--- config.mk ---
export PLATFORM = sky130hd
export DESIGN_NAME = cpu_bus_sequencer
export DESIGN_NICKNAME = d
export VERILOG_FILES = /design/src/rtl/cpu_bus_pkg.sv /design/src/rtl/sync_bits.sv /design/src/rtl/cpu_bus_sequencer.sv
export SDC_FILE = /design/constraint.sdc
export NUM_CORES = 1
export LEC_CHECK = 0
export CAP_MARGIN = 15
export CORE_ASPECT_RATIO = 1.2
export CORE_MARGIN = 2
export CORE_UTILIZATION = 49
export CTS_BUF_LIST = sky130_fd_sc_hd__clkbuf_4
export DETAILED_ROUTE_END_ITERATION = 12
export PLACE_DENSITY = 0.87
export SETUP_SLACK_MARGIN = 0.02
export SLEW_MARGIN = 5
export SYNTH_ARGS = -nofsm -noshare
export SYNTH_HDL_FRONTEND = slang
export SYNTH_HIERARCHICAL = 1
export SYNTH_SLANG_ARGS = --single-unit
--- constraint.sdc ---
create_clock -name CLK_CORE -period 4.64 [get_ports CLK_CORE]
set_input_delay 0.696 -clock CLK_CORE [delete_from_list [all_inputs] [get_ports CLK_CORE]]
set_output_delay 0.696 -clock CLK_CORE [all_outputs]
set_load 0.02 [all_outputs]
--- src/rtl/cpu_bus_pkg.sv ---
// Shared types and constants for the 8088 minimum-mode bus sequencer.
package cpu_bus_pkg;

  localparam int CPU_DATA_W = 8;
  localparam int CPU_ADDR_W = 20;

  // Value returned to the CPU when the backend never answers.
  localparam logic [CPU_DATA_W-1:0] OPEN_BUS_DATA = 8'hFF;

  typedef enum logic [2:0] {
    IDLE     = 3'd0,
    ADDR     = 3'd1,
    STROBE   = 3'd2,
    WAIT_ACK = 3'd3,
    HOLD     = 3'd4
  } state_t;

  // Request fields presented to the backend while bus_req is high.
  typedef struct packed {
    logic                  we;
    logic                  io;
    logic [CPU_ADDR_W-1:0] addr;
    logic [CPU_DATA_W-1:0] wdata;
  } bus_req_t;

  // Width of the WAIT_ACK cycle counter for a given timeout.
  function automatic int timeout_cnt_w(input int cycles);
    return $clog2(cycles) + 1;
  endfunction

endpackage

--- src/rtl/sync_bits.sv ---
// Multi-bit flop-chain synchronizer with a per-bit reset value.
// Each bit is synchronized independently; callers must only use buses whose
// value is stable around the sampling point (AD/A are held across ALE fall).
module sync_bits #(
  parameter int                WIDTH     = 1,
  parameter int                STAGES    = 2,
  parameter logic [WIDTH-1:0]  RESET_VAL = '0
) (
  input  logic             clk_i,
  input  logic             rst_i,
  input  logic [WIDTH-1:0] d_i,
  output logic [WIDTH-1:0] q_o
);

  logic [WIDTH-1:0] stage_q [STAGES];

  // Shift the asynchronous input through STAGES flops.
  always_ff @(posedge clk_i) begin
    if (rst_i) begin
      for (int i = 0; i < STAGES; i++) begin
        stage_q[i] <= RESET_VAL;
      end
    end else begin
      stage_q[0] <= d_i;
      for (int i = 1; i < STAGES; i++) begin
        stage_q[i] <= stage_q[i-1];
      end
    end
  end

  assign q_o = stage_q[STAGES-1];

endmodule

--- src/rtl/cpu_bus_sequencer.sv ---
// Turns 8088 minimum-mode bus cycles (ALE / nRD / nWR / IO-nM) seen on
// asynchronous pins into single-beat requests for the core-clock fabric.
// The CPU is held off with READY until the backend acknowledges; read data
// is driven back onto AD until the CPU lifts its strobe.
//
// Backend handshake: bus_req is a level held high, together with a stable
// bus_we/bus_io/bus_addr/bus_wdata, from the issuing edge until the first
// edge at which bus_ack is sampled high (which may be the first request
// cycle). bus_ack is a one-cycle pulse carrying bus_rdata; an ack while
// bus_req is low is ignored.
module cpu_bus_sequencer
  import cpu_bus_pkg::*;
#(
  parameter int                    SYNC_STAGES    = 2,
  parameter int                    ADDR_WIDTH     = 20,
  parameter int                    TIMEOUT_CYCLES = 1024,
  parameter logic [CPU_DATA_W-1:0] TIMEOUT_DATA   = OPEN_BUS_DATA
) (
  input  logic                    CLK_CORE,
  input  logic                    RESET,
  input  logic                    cpu_ale,
  input  logic                    cpu_rd_n,
  input  logic                    cpu_wr_n,
  input  logic                    cpu_io_m,
  input  logic [ADDR_WIDTH-9:0]   cpu_a_hi,
  input  logic [CPU_DATA_W-1:0]   cpu_ad_in,
  output logic [CPU_DATA_W-1:0]   cpu_ad_out,
  output logic                    cpu_ad_oe,
  output logic                    cpu_ready,
  output logic                    bus_req,
  output logic                    bus_we,
  output logic                    bus_io,
  output logic [ADDR_WIDTH-1:0]   bus_addr,
  output logic [CPU_DATA_W-1:0]   bus_wdata,
  input  logic                    bus_ack,
  input  logic [CPU_DATA_W-1:0]   bus_rdata,
  output logic                    busy,
  output logic                    timeout_err,
  output state_t                  dbg_state
);

  localparam int                CNT_W    = timeout_cnt_w(TIMEOUT_CYCLES);
  localparam logic [CNT_W-1:0]  CNT_LAST = CNT_W'(TIMEOUT_CYCLES - 1);

  // The request struct carries a fixed-width address field.
  if (ADDR_WIDTH != CPU_ADDR_W) begin : g_addr_width_check
    $error("cpu_bus_sequencer: ADDR_WIDTH must equal CPU_ADDR_W");
  end

  // ---------------------------------------------------------------------
  // Pin synchronizers: control pins idle at ALE=0, nRD=1, nWR=1, IO/nM=0.
  // ---------------------------------------------------------------------
  logic [3:0]            ctrl_s;
  logic [ADDR_WIDTH-1:0] addr_data_s;

  sync_bits #(
    .WIDTH     (4),
    .STAGES    (SYNC_STAGES),
    .RESET_VAL (4'b0110)
  ) u_sync_ctrl (
    .clk_i (CLK_CORE),
    .rst_i (RESET),
    .d_i   ({cpu_ale, cpu_rd_n, cpu_wr_n, cpu_io_m}),
    .q_o   (ctrl_s)
  );

  sync_bits #(
    .WIDTH     (ADDR_WIDTH),
    .STAGES    (SYNC_STAGES),
    .RESET_VAL ('0)
  ) u_sync_ad (
    .clk_i (CLK_CORE),
    .rst_i (RESET),
    .d_i   ({cpu_a_hi, cpu_ad_in}),
    .q_o   (addr_data_s)
  );

  logic                  ale_s;
  logic                  rd_n_s;
  logic                  wr_n_s;
  logic                  io_m_s;
  logic [CPU_DATA_W-1:0] ad_s;

  assign ale_s  = ctrl_s[3];
  assign rd_n_s = ctrl_s[2];
  assign wr_n_s = ctrl_s[1];
  assign io_m_s = ctrl_s[0];
  assign ad_s   = addr_data_s[CPU_DATA_W-1:0];

  // ---------------------------------------------------------------------
  // State
  // ---------------------------------------------------------------------
  state_t                state_q,   state_d;
  logic                  ale_q;
  bus_req_t              req_q,     req_d;
  logic                  req_v_q,   req_v_d;
  logic                  ready_q,   ready_d;
  logic                  oe_q,      oe_d;
  logic [CPU_DATA_W-1:0] ad_out_q,  ad_out_d;
  logic                  tout_q,    tout_d;
  logic [CNT_W-1:0]      cnt_q,     cnt_d;

  logic ale_rise;
  logic ale_fall;
  logic strobe_done;

  assign ale_rise    = ale_s & ~ale_q;
  assign ale_fall    = ~ale_s & ale_q;
  // In HOLD the strobe that started the cycle decides when it ends.
  assign strobe_done = req_q.we ? wr_n_s : rd_n_s;

  // Next-state and registered-output logic for the bus-cycle FSM.
  always_comb begin
    state_d  = state_q;
    req_d    = req_q;
    req_v_d  = req_v_q;
    ready_d  = ready_q;
    oe_d     = oe_q;
    ad_out_d = ad_out_q;
    tout_d   = 1'b0;
    cnt_d    = '0;

    unique case (state_q)
      IDLE: begin
        if (ale_s) begin
          ready_d = 1'b0;
          state_d = ADDR;
        end
      end

      ADDR: begin
        if (ale_fall) begin
          req_d.addr = {addr_data_s[ADDR_WIDTH-1:CPU_DATA_W], ad_s};
          req_d.io   = io_m_s;
          state_d    = STROBE;
        end
      end

      STROBE: begin
        if (!rd_n_s) begin
          // A read wins if both strobes are seen low together.
          req_d.we = 1'b0;
          req_v_d  = 1'b1;
          state_d  = WAIT_ACK;
        end else if (!wr_n_s) begin
          req_d.we    = 1'b1;
          req_d.wdata = ad_s;
          req_v_d     = 1'b1;
          state_d     = WAIT_ACK;
        end else if (ale_rise) begin
          state_d = ADDR;
        end
      end

      WAIT_ACK: begin
        if (bus_ack && req_v_q) begin
          req_v_d = 1'b0;
          ready_d = 1'b1;
          if (!req_q.we) begin
            ad_out_d = bus_rdata;
            oe_d     = 1'b1;
          end
          state_d = HOLD;
        end else if (cnt_q == CNT_LAST) begin
          req_v_d = 1'b0;
          ready_d = 1'b1;
          tout_d  = 1'b1;
          if (!req_q.we) begin
            ad_out_d = TIMEOUT_DATA;
            oe_d     = 1'b1;
          end
          state_d = HOLD;
        end else begin
          cnt_d = cnt_q + 1'b1;
        end
      end

      HOLD: begin
        if (ale_s) begin
          // New ALE before the strobe lifted: drop AD and start over.
          oe_d    = 1'b0;
          ready_d = 1'b0;
          state_d = ADDR;
        end else if (strobe_done) begin
          oe_d    = 1'b0;
          state_d = IDLE;
        end
      end

      default: begin
        state_d = IDLE;
      end
    endcase
  end

  // FSM state and output registers; reset aborts any cycle in flight.
  always_ff @(posedge CLK_CORE) begin
    if (RESET) begin
      state_q  <= IDLE;
      ale_q    <= 1'b0;
      req_q    <= '0;
      req_v_q  <= 1'b0;
      ready_q  <= 1'b1;
      oe_q     <= 1'b0;
      ad_out_q <= '0;
      tout_q   <= 1'b0;
      cnt_q    <= '0;
    end else begin
      state_q  <= state_d;
      ale_q    <= ale_s;
      req_q    <= req_d;
      req_v_q  <= req_v_d;
      ready_q  <= ready_d;
      oe_q     <= oe_d;
      ad_out_q <= ad_out_d;
      tout_q   <= tout_d;
      cnt_q    <= cnt_d;
    end
  end

  assign cpu_ad_out  = ad_out_q;
  assign cpu_ad_oe   = oe_q;
  assign cpu_ready   = ready_q;
  assign bus_req     = req_v_q;
  assign bus_we      = req_q.we;
  assign bus_io      = req_q.io;
  assign bus_addr    = req_q.addr;
  assign bus_wdata   = req_q.wdata;
  assign busy        = (state_q != IDLE);
  assign timeout_err = tout_q;
  assign dbg_state   = state_q;

endmodule

==> results of run 1 <==
[placed cells by master, fill, tap and decap left out, drive strengths merged, types with 5 or more instances in the layout]
cell and instances:
inv 13, nor3 5, a21oi 34, dfxtp 105, nand2 55, nand3 13
nor2 23, a211oi 8, clkdlybuf4s50 79, xor2 6, nor2b 48, clkbuf 11
[sequential cells by signal, summed over array words and instances (netlist names), 3 cells and up]
name / cells
bus_wdata: 8
cnt_q: 11
dbg_state: 3
u_sync_ctrl/stage_q: 8
bus_addr: 20
cpu_ad_out: 8
u_sync_ad/stage_q: 40
[through the flow]
stage,hold WS [ns],area (um2)
CTS,0.429,4620
global placement,0.387,4480
floorplan,0.383,3830
detailed placement,0.392,4480
global route,0.450,4620
finish,0.419,4620
[area by class of cell]
| type | count | area (um2) |
|---|---|---|
| clock buffer | 11 | 82.6 |
| timing repair buffer | 81 | 806 |
| tap | 92 | 115 |
| fill | 664 | 3000 |
| clock inverter | 5 | 63.8 |
| inverter | 11 | 41.3 |
| sequential | 105 | 2100 |
| multi-input combinational | 234 | 1410 |
[worst max-delay path: stages (launching register included)]
cell,delay (ns)
dfxtp_1,0.44
or3_2,0.50
clkdlybuf4s50_1,0.54
[cell families (layout without fill, tap and decap cells)]
group	Yosys count	count (layout)
buf+inv	52	108
flops	105	105
compound gates	53	53
simple gates	172	172
fa+ha+maj	1	1
xor+xnor	8	8
[layer usage]
layer	vias up	track usage [%]
met1	1231	19.2
met5	-	0
met3	18	2.54
met4	0	10.7
met2	70	29.6
li1	1354	-
[worst max-delay path by stage]
| stage | slack [ns] | from | cells after the start | to |
|---|---|---|---|---|
| detailed placement | 2.39 | RESET | 4 | dbg_state[1]$_SDFFE_PP0P_ |
| floorplan | 2.88 | dbg_state[2]$_SDFFE_PP0P_ | 2 | busy |
| global route | 1.95 | dbg_state[1]$_SDFFE_PP0P_ | 2 | busy |
| global placement | 2.43 | RESET | 4 | dbg_state[1]$_SDFFE_PP0P_ |
| CTS | 2.00 | dbg_state[1]$_SDFFE_PP0P_ | 2 | busy |
| finish | 2.04 | dbg_state[1]$_SDFFE_PP0P_ | 2 | busy |
[power by group through the flow]
stage | clock (mW) | sequential [mW] | combinational, mW
floorplan | 0 | 0.950 | 0.0569
global placement | 0 | 0.954 | 0.0804
detailed placement | 0 | 0.955 | 0.0819
CTS | 0.486 | 0.935 | 0.0823
global route | 0.519 | 0.938 | 0.0888
finish | 0.470 | 0.935 | 0.0813
==> parameters.txt, run 1 <==
Parameter                              Value

Place
  Pre-CTS WS    2.39 ns
  Cell Count Post-Placement    approximately 520
  Placer's final routability congestion estimate    0.814
  Count of buffers inserted at the top-level ports    80
  Final HPWL from detailed placement    roughly 4800 um

Die
  Core outline area    7620 um2
  IO Count    between 80 and 90
  Height of the die    slightly above 100 um
  Initial Utilization    between 50% and 60%
  Die Outline Area    around 8500 um2
  Chip width    about 85 um
  Cell Rows    35

Synth
  Combinational family with the most area after synthesis    simple AND/OR/NAND/NOR gates
  Count of different cell masters after synthesis    46
  Synthesized cell area    3830 um2
  Xor/xnor cell area share of the yosys netlist    1.83%
  Post-synth top area share    54.9%
  Most used flip-flop cell after synthesis    dfxtp_1
  Nets in the synthesized netlist    427
  Most common library cells after synthesis    dfxtp_1 (105), nand2_1 (55), a21oi_1 (34)
  Main area contributors after synthesis    dfxtp_1 (55%), nor2b_2 (6.9%), nand2_1 (5.4%), buf_4 (5.1%), a21oi_1 (4.4%)
  Synth Area in Compound Gates    about 8.3%
  Synth async-reset ratio    0%
  Post-synthesis adder-cell area fraction    less than 1%
  Warnings from Yosys    6
  Number of flops mapped to enable cells by yosys    0
  Mean area per synthesized cell    9.80 um2
  Synthesized netlist cell count    391
  Fraction of synthesized area in multiplexers    0%
  Sequential share of the synthesized area    about 55%
  Most used standard cell by instance count after synthesis    dfxtp_1
  Largest area contributor in the synthesized netlist    dfxtp_1
  Synthesis-stage register bit count    105
  Simple logic cell fraction of the synthesized area    26.4%

Power
  Cell-internal power    ~1.2 mW
  Fraction of power consumed by sequential logic    62.9%
  Switching portion of total power    22.3%
  Clock power frac    31.6%
  Final total power    1.49 mW
  Largest vdd supply drop    0.207 mV
  Leakage Power    roughly 1.6 nW
  Switching power summed over all nets    0.332 mW
  Cell area power density    322 nW/um2
  Combinational Power Share    5.5%

Layout
  Share of the core filled with cells in the final layout    60.7%
  Antenna fix cells    0
  Layout overhead on the synthesized area    20.6%
  Post-layout instance count excluding filler cells    539
  Share of layout cells above drive strength 1    13.9%
  Number of nets at the end of the flow    478

Run status
  Run status    finished clean

Min path
  HP Class    flip-flop to flip-flop
  Cells on Worst Hold Path    1
  Endpoint with the worst hold slack    u_sync_ctrl/stage_q[0][6]$_SDFF_PP1_
  Hold Crit Start    u_sync_ctrl/stage_q[0][2]$_SDFF_PP1_

Worst setup path
  Register-to-register setup slack    2.57 ns
  Data arrival, critical path    between 1.5 and 2 ns
  Category of the most critical setup path    flip-flop to output pin
  Reg2Reg Launch Point    dbg_state[0]$_SDFFE_PP0P_
  Element type at the critical path end    output pin
  Highest fanout seen on the critical path    10
  Worst R2R Path Depth    4
  Element type at the critical path start    flip-flop
  Worst flop-to-flop path endpoint    bus_addr[8]$_SDFFE_PP0P_
  Worst EP required    3.94 ns

Routing
  Total length of routed met2 wires    3500 um
  Routed vias/inst    4.96
  Post-Route M1 WL    2980 um
  DRT Pass-1 Iters    4
  DRC violations left    0
  Number of nets still failing antenna checks after routing    0
  Average wire per cell in the routed design    13.0 um
  Final routed wirelength across all metal layers    7020 um
  Vias    2673
  Violation count after the first detailed-route iteration    87
  Top sig layer    met4
  Wire length on met3    299 um

CTS
  Clk sinks    105
  Number of buffers between clock root and the deepest sink    2
  Clock buffer count from CTS    9
  Post-CTS Hold Fix Bufs    0
  Number of buffers inserted by post-CTS setup repair    0
  Cell chosen for the clock root    clkbuf_4
  TritonCTS clock tree    yes
  Number of H-tree levels    3
  Clock network latency to the later pin of the worst-skew pair    0.44 ns
  Clock-pin slew on the worst setup and hold paths    between 0.15 and 0.2 ns
  Number of gates given a new drive strength after cts    0

Timing
  Final Hold Violating Endpoints    0
  Highest attainable clock frequency    roughly 380 MHz
  Final critical-path share of the clock period    56.1%
  Number of slew-limit violations in the final report    0
  Slew at the pin closest to its max-slew limit    1.06 ns
  Minimum period implied by the final worst setup slack    2.60 ns
  Setup repair after global routing missed its margin    false
  Setup TNS Final    0 ns
  Relative max-transition margin    29.5%
  Setup violation total in the final timing report    0
  Worst clock skew    0.0174 ns
  Worst setup margin    roughly 2.0 ns

Global routing
  GRT Resource Usage Total    16.9%
  Vias in the first global route    roughly 2600
  Antenna violations before repair    0
  Congestion Overflow GR    0
  Pin count of the biggest net entering global routing    96
  First-pass GRT wire length    between 10000 and 15000 um

Job
  Maximum capacitance violations    0
(Power assumes the default switching activity.)
==> run 2, diff against run 1 <==
--- a/config.mk
+++ b/config.mk
@@ -8,7 +8,7 @@
 export CAP_MARGIN = 15
 export CORE_ASPECT_RATIO = 1.2
 export CORE_MARGIN = 2
-export CORE_UTILIZATION = 49
+export CORE_UTILIZATION = 47
 export CTS_BUF_LIST = sky130_fd_sc_hd__clkbuf_4
 export DETAILED_ROUTE_END_ITERATION = 12
 export PLACE_DENSITY = 0.87
==> constraint.sdc (replaced) <==
create_clock -name CLK_CORE -period 2.2 [get_ports CLK_CORE]
set_input_delay 0.33 -clock CLK_CORE [delete_from_list [all_inputs] [get_ports CLK_CORE]]
set_output_delay 0.33 -clock CLK_CORE [all_outputs]
set_load 0.02 [all_outputs]
==> run 2 against run 1 <==
  * Die area is 4.1% higher
  * Via count increased by 0.45%
  * Hold slack worse by 0.11 ns
  * Cell count is 1.1% higher
  * Clock power increased by 120%
  * Sequential share of layout area fell by 0.40 points
  * Sequential power rose by 110%
  * Routed wire length increased by 6.3%
  * Critical endpoint unchanged
==> parameters.txt, run 2 (synthesis results as in run 1) <==
Parameter                              Value

Run status
  Run status    finished clean (unchanged)

Place
  Cell Count Post-Placement    530 (was 523)
  Final HPWL from detailed placement    5200 um (was 4820 um)
  Count of buffers inserted at the top-level ports    80 (unchanged)
  Placer's final routability congestion estimate    0.785 (was 0.814)

Die
  Height of the die    103 um (was 101 um)
  Core outline area    8020 um2 (was 7620 um2)
  Chip width    86.4 um (was 84.7 um)
  Die Outline Area    8890 um2 (was 8550 um2)
  Cell Rows    36 (was 35)
  IO Count    81 (unchanged)
  Initial Utilization    47.8% (was 50.3%)

Layout
  Layout overhead on the synthesized area    21.8% (was 20.6%)
  Antenna fix cells    0 (unchanged)
  Post-layout instance count excluding filler cells    545 (was 539)
  Number of nets at the end of the flow    482 (was 478)
  Register with the most flip-flops    u_sync_ad/stage_q (unchanged)
  Most common cell after layout, fill and taps aside    dfxtp_1 (unchanged)
  Share of layout cells above drive strength 1    14.7% (was 13.9%)
  Share of the core filled with cells in the final layout    58.2% (was 60.7%)
  Highest-count cells in the layout ignoring fill and taps    dfxtp_1 (104), clkdlybuf4s50_1 (78), nand2_1 (55) (was dfxtp_1 (105), clkdlybuf4s50_1 (79), nand2_1 (55))
  Largest register FFs    40 (unchanged)

Routing
  Violation count after the first detailed-route iteration    116 (was 87)
  Vias    2685 (was 2673)
  Number of nets still failing antenna checks after routing    0 (unchanged)
  Average wire per cell in the routed design    13.7 um (was 13.0 um)
  DRC violations left    0 (unchanged)
  Final routed wirelength across all metal layers    7470 um (was 7020 um)
  Routed vias/inst    4.93 (was 4.96)
  DRT Pass-1 Iters    4 (unchanged)

CTS
  Number of buffers inserted by post-CTS setup repair    0 (unchanged)
  Clk sinks    105 (unchanged)
  TritonCTS clock tree    yes (unchanged)
  Clock-pin slew on the worst setup and hold paths    0.14 ns (was 0.16 ns)
  Cell chosen for the clock root    clkbuf_4 (unchanged)
  Clock network latency to the later pin of the worst-skew pair    0.43 ns (was 0.44 ns)
  Number of H-tree levels    3 (unchanged)
  Number of buffers between clock root and the deepest sink    2 (unchanged)
  Post-CTS Hold Fix Bufs    0 (unchanged)
  Clock buffer count from CTS    9 (unchanged)

Timing
  Setup violation total in the final timing report    0 (unchanged)
  Minimum period implied by the final worst setup slack    2.02 ns
  Slew at the pin closest to its max-slew limit    0.472 ns (was 1.06 ns)
  Final Hold Violating Endpoints    0 (unchanged)
  Relative max-transition margin    68.5% (was 29.5%)
  Highest attainable clock frequency    496 MHz
  Setup TNS Final    0 ns (unchanged)
  Worst clock skew    0.0158 ns (was 0.0174 ns)
  Number of slew-limit violations in the final report    0 (unchanged)
  Setup repair after global routing missed its margin    false (unchanged)
  Worst hold slack across all endpoints    0.307 ns (was 0.419 ns)
  Final critical-path share of the clock period    91.7%

Job
  Maximum capacitance violations    0 (unchanged)

Worst setup path
  Element type at the critical path start    flip-flop (unchanged)
  Gate family responsible for the most delay along the worst path    simple AND/OR/NAND/NOR gates (was buffers and inverters)
  Highest fanout seen on the critical path    10 (unchanged)
  Worst path buffer plus inverter count    1 (unchanged)
  Element type at the critical path end    output pin (unchanged)
  Cell breakdown of the critical path    or3_2 > dlygate4sd2_1 (was or3_2 > clkdlybuf4s50_1)
  Worst EP required    1.87 ns (was 3.94 ns)
  CP max-delay cell    or3_2 (was clkdlybuf4s50_1)
  Data arrival, critical path    1.69 ns (was 1.91 ns)
  Crit path largest cell delay    0.49 ns (was 0.54 ns)
  Category of the most critical setup path    flip-flop to output pin (unchanged)

Global routing
  Pin count of the biggest net entering global routing    41 (was 96)
  First-pass GRT wire length    11900 um (was 11500 um)
  Congestion Overflow GR    0 (unchanged)
  Antenna violations before repair    0 (unchanged)
  GRT Resource Usage Total    17.4% (was 16.9%)
  Vias in the first global route    2520 (was 2609)

Min path
  HP Class    input pin to flip-flop (was flip-flop to flip-flop)

Power
  Leakage Power    1.62 nW (was 1.59 nW)
  Cell area power density    686 nW/um2 (was 322 nW/um2)
  Largest vdd supply drop    0.417 mV (was 0.207 mV)
-- run 2: final cells by class --
cell class	instances	area, um2
Multi-Input combinational cell	234	1410
Timing Repair Buffer	85	835
Clock buffer	10	75.1
Clock inverter	5	81.3
Inverter	11	41.3
Tap cell	95	119
Sequential cell	105	2100
Fill cell	684	3350
-- run 2: per-layer routing --
layer | GRT usage (%) | share of wire [%]
met5 | 0 | 0
met4 | 9.50 | 2.3
met3 | 4.08 | 4.8
met2 | 28.6 | 50
met1 | 21.1 | 43
-- run 2: what timing repair did --
action,in CTS,in global routing
endpoints found under the hold margin,0,0
setup endpoints to repair,1,0
resized for setup,2,0
-- run 2: worst paths after layout --
check	from	end	slack, ns	cells after the start
worst min-delay path	RESET	u_sync_ad/stage_q[0][17]$_SDFF_PP0_	0.31	2
worst max register to register	dbg_state[0]$_SDFFE_PP0P_	bus_addr[2]$_SDFFE_PP0P_	0.49	5
worst min register to register	u_sync_ctrl/stage_q[0][1]$_SDFF_PP1_	u_sync_ctrl/stage_q[0][5]$_SDFF_PP1_	0.42	1
worst max-delay path	dbg_state[1]$_SDFFE_PP0P_	busy	0.18	2
-- run 2: where the power goes --
group | internal [mW] | switching (mW) | total, mW
sequential | 1.95 | 0.0242 | 1.97
combinational | 0.105 | 0.0719 | 0.177
clock | 0.469 | 0.584 | 1.05
-- run 2: stage by stage --
step	total power [mW]	instance area, um2	worst slack, ns
final	3.20	4670	0.183
after global routing	3.32	4670	0.0847
after detailed placement	2.19	4510	0.389
after CTS	3.24	4670	0.159
after floorplan	2.12	3830	0.682
after global placement	2.18	4510	0.454
-- run 2: worst register-to-register path, stage by stage (launching register included) --
cell and delay [ns]:
dfxtp_1 0.57, nor3b_2 0.33, nor3b_2 0.21, buf_4 0.29, nand2_1 0.10, a21oi_1 0.14
==> run 3, diff against run 2 <==
--- a/config.mk
+++ b/config.mk
@@ -8,10 +8,11 @@
 export CAP_MARGIN = 15
 export CORE_ASPECT_RATIO = 1.2
 export CORE_MARGIN = 2
-export CORE_UTILIZATION = 47
+export CORE_UTILIZATION = 49
 export CTS_BUF_LIST = sky130_fd_sc_hd__clkbuf_4
 export DETAILED_ROUTE_END_ITERATION = 12
-export PLACE_DENSITY = 0.87
+export DONT_BUFFER_PORTS = 1
+export PLACE_DENSITY = 0.76
 export SETUP_SLACK_MARGIN = 0.02
 export SLEW_MARGIN = 5
 export SYNTH_ARGS = -nofsm -noshare
==> constraint.sdc (replaced) <==
create_clock -name CLK_CORE -period 1.65 [get_ports CLK_CORE]
set_input_delay 0.2475 -clock CLK_CORE [delete_from_list [all_inputs] [get_ports CLK_CORE]]
set_output_delay 0.2475 -clock CLK_CORE [all_outputs]
set_load 0.02 [all_outputs]
==> run 3 against run 2 <==
  * Register-to-register slack worse by 0.37 ns
  * Combinational power is 28% higher
  * Clock skew is 0.0038 ns higher
  * Non-clock buffer count is 24 lower
  * Sequential power is 33% higher
  * Largest cell class unchanged
==> parameters.txt, run 3 (synthesis results as in run 1) <==
Parameter                              Value

Power
  Combinational Power Share    5.4% (was 5.5%)
  Cell area power density    938 nW/um2 (was 686 nW/um2)
  Fraction of power consumed by sequential logic    62.9% (was 61.6%)
  Cell-internal power    3.21 mW (was 2.52 mW)
  Switching power summed over all nets    0.958 mW (was 0.680 mW)
  Final total power    4.17 mW (was 3.20 mW)
  Largest vdd supply drop    0.628 mV (was 0.417 mV)
  Switching portion of total power    23.0% (was 21.2%)
  Clock power frac    31.6% (was 32.9%)
  Leakage Power    1.64 nW (was 1.62 nW)

Timing
  Worst setup margin    0.0602 ns (was 0.183 ns)
  Setup violation total in the final timing report    0 (unchanged)
  Minimum period implied by the final worst setup slack    approximately 1.6 ns
  Highest attainable clock frequency    around 630 MHz
  Worst clock skew    0.0195 ns (was 0.0158 ns)
  Slew at the pin closest to its max-slew limit    0.411 ns (was 0.472 ns)
  Setup TNS Final    0 ns (unchanged)
  Worst hold slack across all endpoints    0.154 ns (was 0.307 ns)
  Setup repair after global routing missed its margin    true (was false)
  Final Hold Violating Endpoints    0 (unchanged)
  Final critical-path share of the clock period    96.4%
  Number of slew-limit violations in the final report    0 (unchanged)
  Relative max-transition margin    72.6% (was 68.5%)

Layout
  Post-layout instance count excluding filler cells    519 (was 545)
  Share of the core filled with cells in the final layout    58.3% (was 58.2%)
  Highest-count cells in the layout ignoring fill and taps    dfxtp_1 (101), nand2_1 (55), dlygate4sd3_1 (45) (was dfxtp_1 (104), clkdlybuf4s50_1 (78), nand2_1 (55))
  Register with the most flip-flops    u_sync_ad/stage_q (unchanged)
  Largest register FFs    40 (unchanged)
  Number of nets at the end of the flow    458 (was 482)
  Number of fill cells in the layout    665 (was 684)
  Most common cell after layout, fill and taps aside    dfxtp_1 (unchanged)
  Antenna fix cells    0 (unchanged)
  Share of layout cells above drive strength 1    19.0% (was 14.7%)
  Layout overhead on the synthesized area    16.0% (was 21.8%)
  Post-layout instance area    4450 um2 (was 4670 um2)

CTS
  Cell chosen for the clock root    clkbuf_4 (unchanged)
  Clk sinks    105 (unchanged)
  TritonCTS clock tree    yes (unchanged)
  Number of buffers between clock root and the deepest sink    2 (unchanged)
  Clock buffer count from CTS    9 (unchanged)
  Number of H-tree levels    3 (unchanged)
  Clock-pin slew on the worst setup and hold paths    0.16 ns (was 0.14 ns)
  Clock network latency to the later pin of the worst-skew pair    0.44 ns (was 0.43 ns)

Place
  Final HPWL from detailed placement    4450 um (was 5200 um)
  Placed cell areas    3780 um2 (was 4510 um2)
  Cell Count Post-Placement    455 (was 530)
  Placer's final routability congestion estimate    0.750 (was 0.785)
  Pre-CTS WS    0.144 ns (was 0.389 ns)
  Count of buffers inserted at the top-level ports    0 (was 80)

Worst setup path
  Element type at the critical path end    output pin (unchanged)
  Highest fanout seen on the critical path    2 (was 10)
  Data arrival, critical path    1.34 ns (was 1.69 ns)
  Category of the most critical setup path    flip-flop to output pin (unchanged)
  Worst EP required    1.40 ns (was 1.87 ns)
  Element type at the critical path start    flip-flop (unchanged)

Die
  Cell Rows    35 (was 36)
  Initial Utilization    50.3% (was 47.8%)
  Chip width    84.7 um (was 86.4 um)
  Die Outline Area    8550 um2 (was 8890 um2)
  Height of the die    101 um (was 103 um)
  IO Count    81 (unchanged)
  Core outline area    7620 um2 (was 8020 um2)

Global routing
  Pin count of the biggest net entering global routing    68 (was 41)
  GRT Resource Usage Total    18.0% (was 17.4%)
  Vias in the first global route    2563 (was 2520)
  Antenna violations before repair    0 (unchanged)
  First-pass GRT wire length    12200 um (was 11900 um)
  Congestion Overflow GR    0 (unchanged)

Routing
  DRT Pass-1 Iters    6 (was 4)
  Violation count after the first detailed-route iteration    124 (was 116)
  DRC violations left    0 (unchanged)
  Vias    2599 (was 2685)
  Number of nets still failing antenna checks after routing    0 (unchanged)
  Average wire per cell in the routed design    14.1 um (was 13.7 um)
  Final routed wirelength across all metal layers    7330 um (was 7470 um)
  Routed vias/inst    5.01 (was 4.93)

Run status
  Run status    finished clean (unchanged)

Job
  Maximum capacitance violations    0 (unchanged)

Min path
  HP Class    input pin to flip-flop (unchanged)
[run 3: changes by cell type in the layout (fill, tap and decap cells not counted), moves of 2 or more]
cell	previous run	this run
dfxtp_1	104	101
clkdlybuf4s50_1	78	0
buf_4	6	13
dfxtp_4	0	2
dlygate4sd3_1	0	45
[run 3: critical path, cell delays in order, from the launching register on]
cell	delay [ns]
dfxtp_4	0.37
buf_6	0.13
or3_4	0.42
[run 3: layer usage]
layer	track usage, %	vias to the layer above	share of wire, %
met4	7.81	0	1.7
met2	31.4	78	51
met3	5.41	12	7.4
met5	0	-	0
li1	-	1314	-
met1	20.5	1195	40
[run 3: path summary, 6_finish.rpt]
| path | to | startpoint | cells past startpoint | slack [ns] |
|---|---|---|---|---|
| worst min-delay path | bus_wdata[5]$_SDFFE_PP0P_ | RESET | 2 | 0.15 |
| worst max register to register | dbg_state[1]$_SDFFE_PP0P_ | dbg_state[2]$_SDFFE_PP0P_ | 5 | 0.12 |
| worst max-delay path | busy | dbg_state[2]$_SDFFE_PP0P_ | 2 | 0.06 |
| worst min register to register | bus_addr[18]$_SDFFE_PP0P_ | u_sync_ad/stage_q[0][38]$_SDFF_PP0_ | 2 | 0.44 |
[run 3: layout make-up]
type / count / area (um2) / area share [%]
flip-flops and latches: 105 / 2110 / 47.5
repair buffers: 61 / 607 / 13.7
clock buffers: 9 / 67.6 / 1.52
inverters: 11 / 41.3 / 0.929
well taps: 92 / 115 / 2.59
clock inverters: 7 / 76.3 / 1.72
multi-input cells: 234 / 1430 / 32.1
[run 3: what timing repair did]
action	in CTS	in global routing
hold buffers	46	0
pin swaps	1	1
endpoints found under the setup margin	1	8
gates cloned	0	0
buffers inserted	2	0
hold endpoints to repair	96	0
resized for setup	6	4
[run 3: power groups by stage]
stage                     combinational [mW]  clock [mW]  sequential [mW]
after floorplan                        0.160           0             2.67
after global placement                 0.110           0             2.68
after detailed placement               0.112           0             2.68
after CTS                              0.222        1.36             2.62
after global routing                   0.246        1.46             2.63
final                                  0.226        1.32             2.62
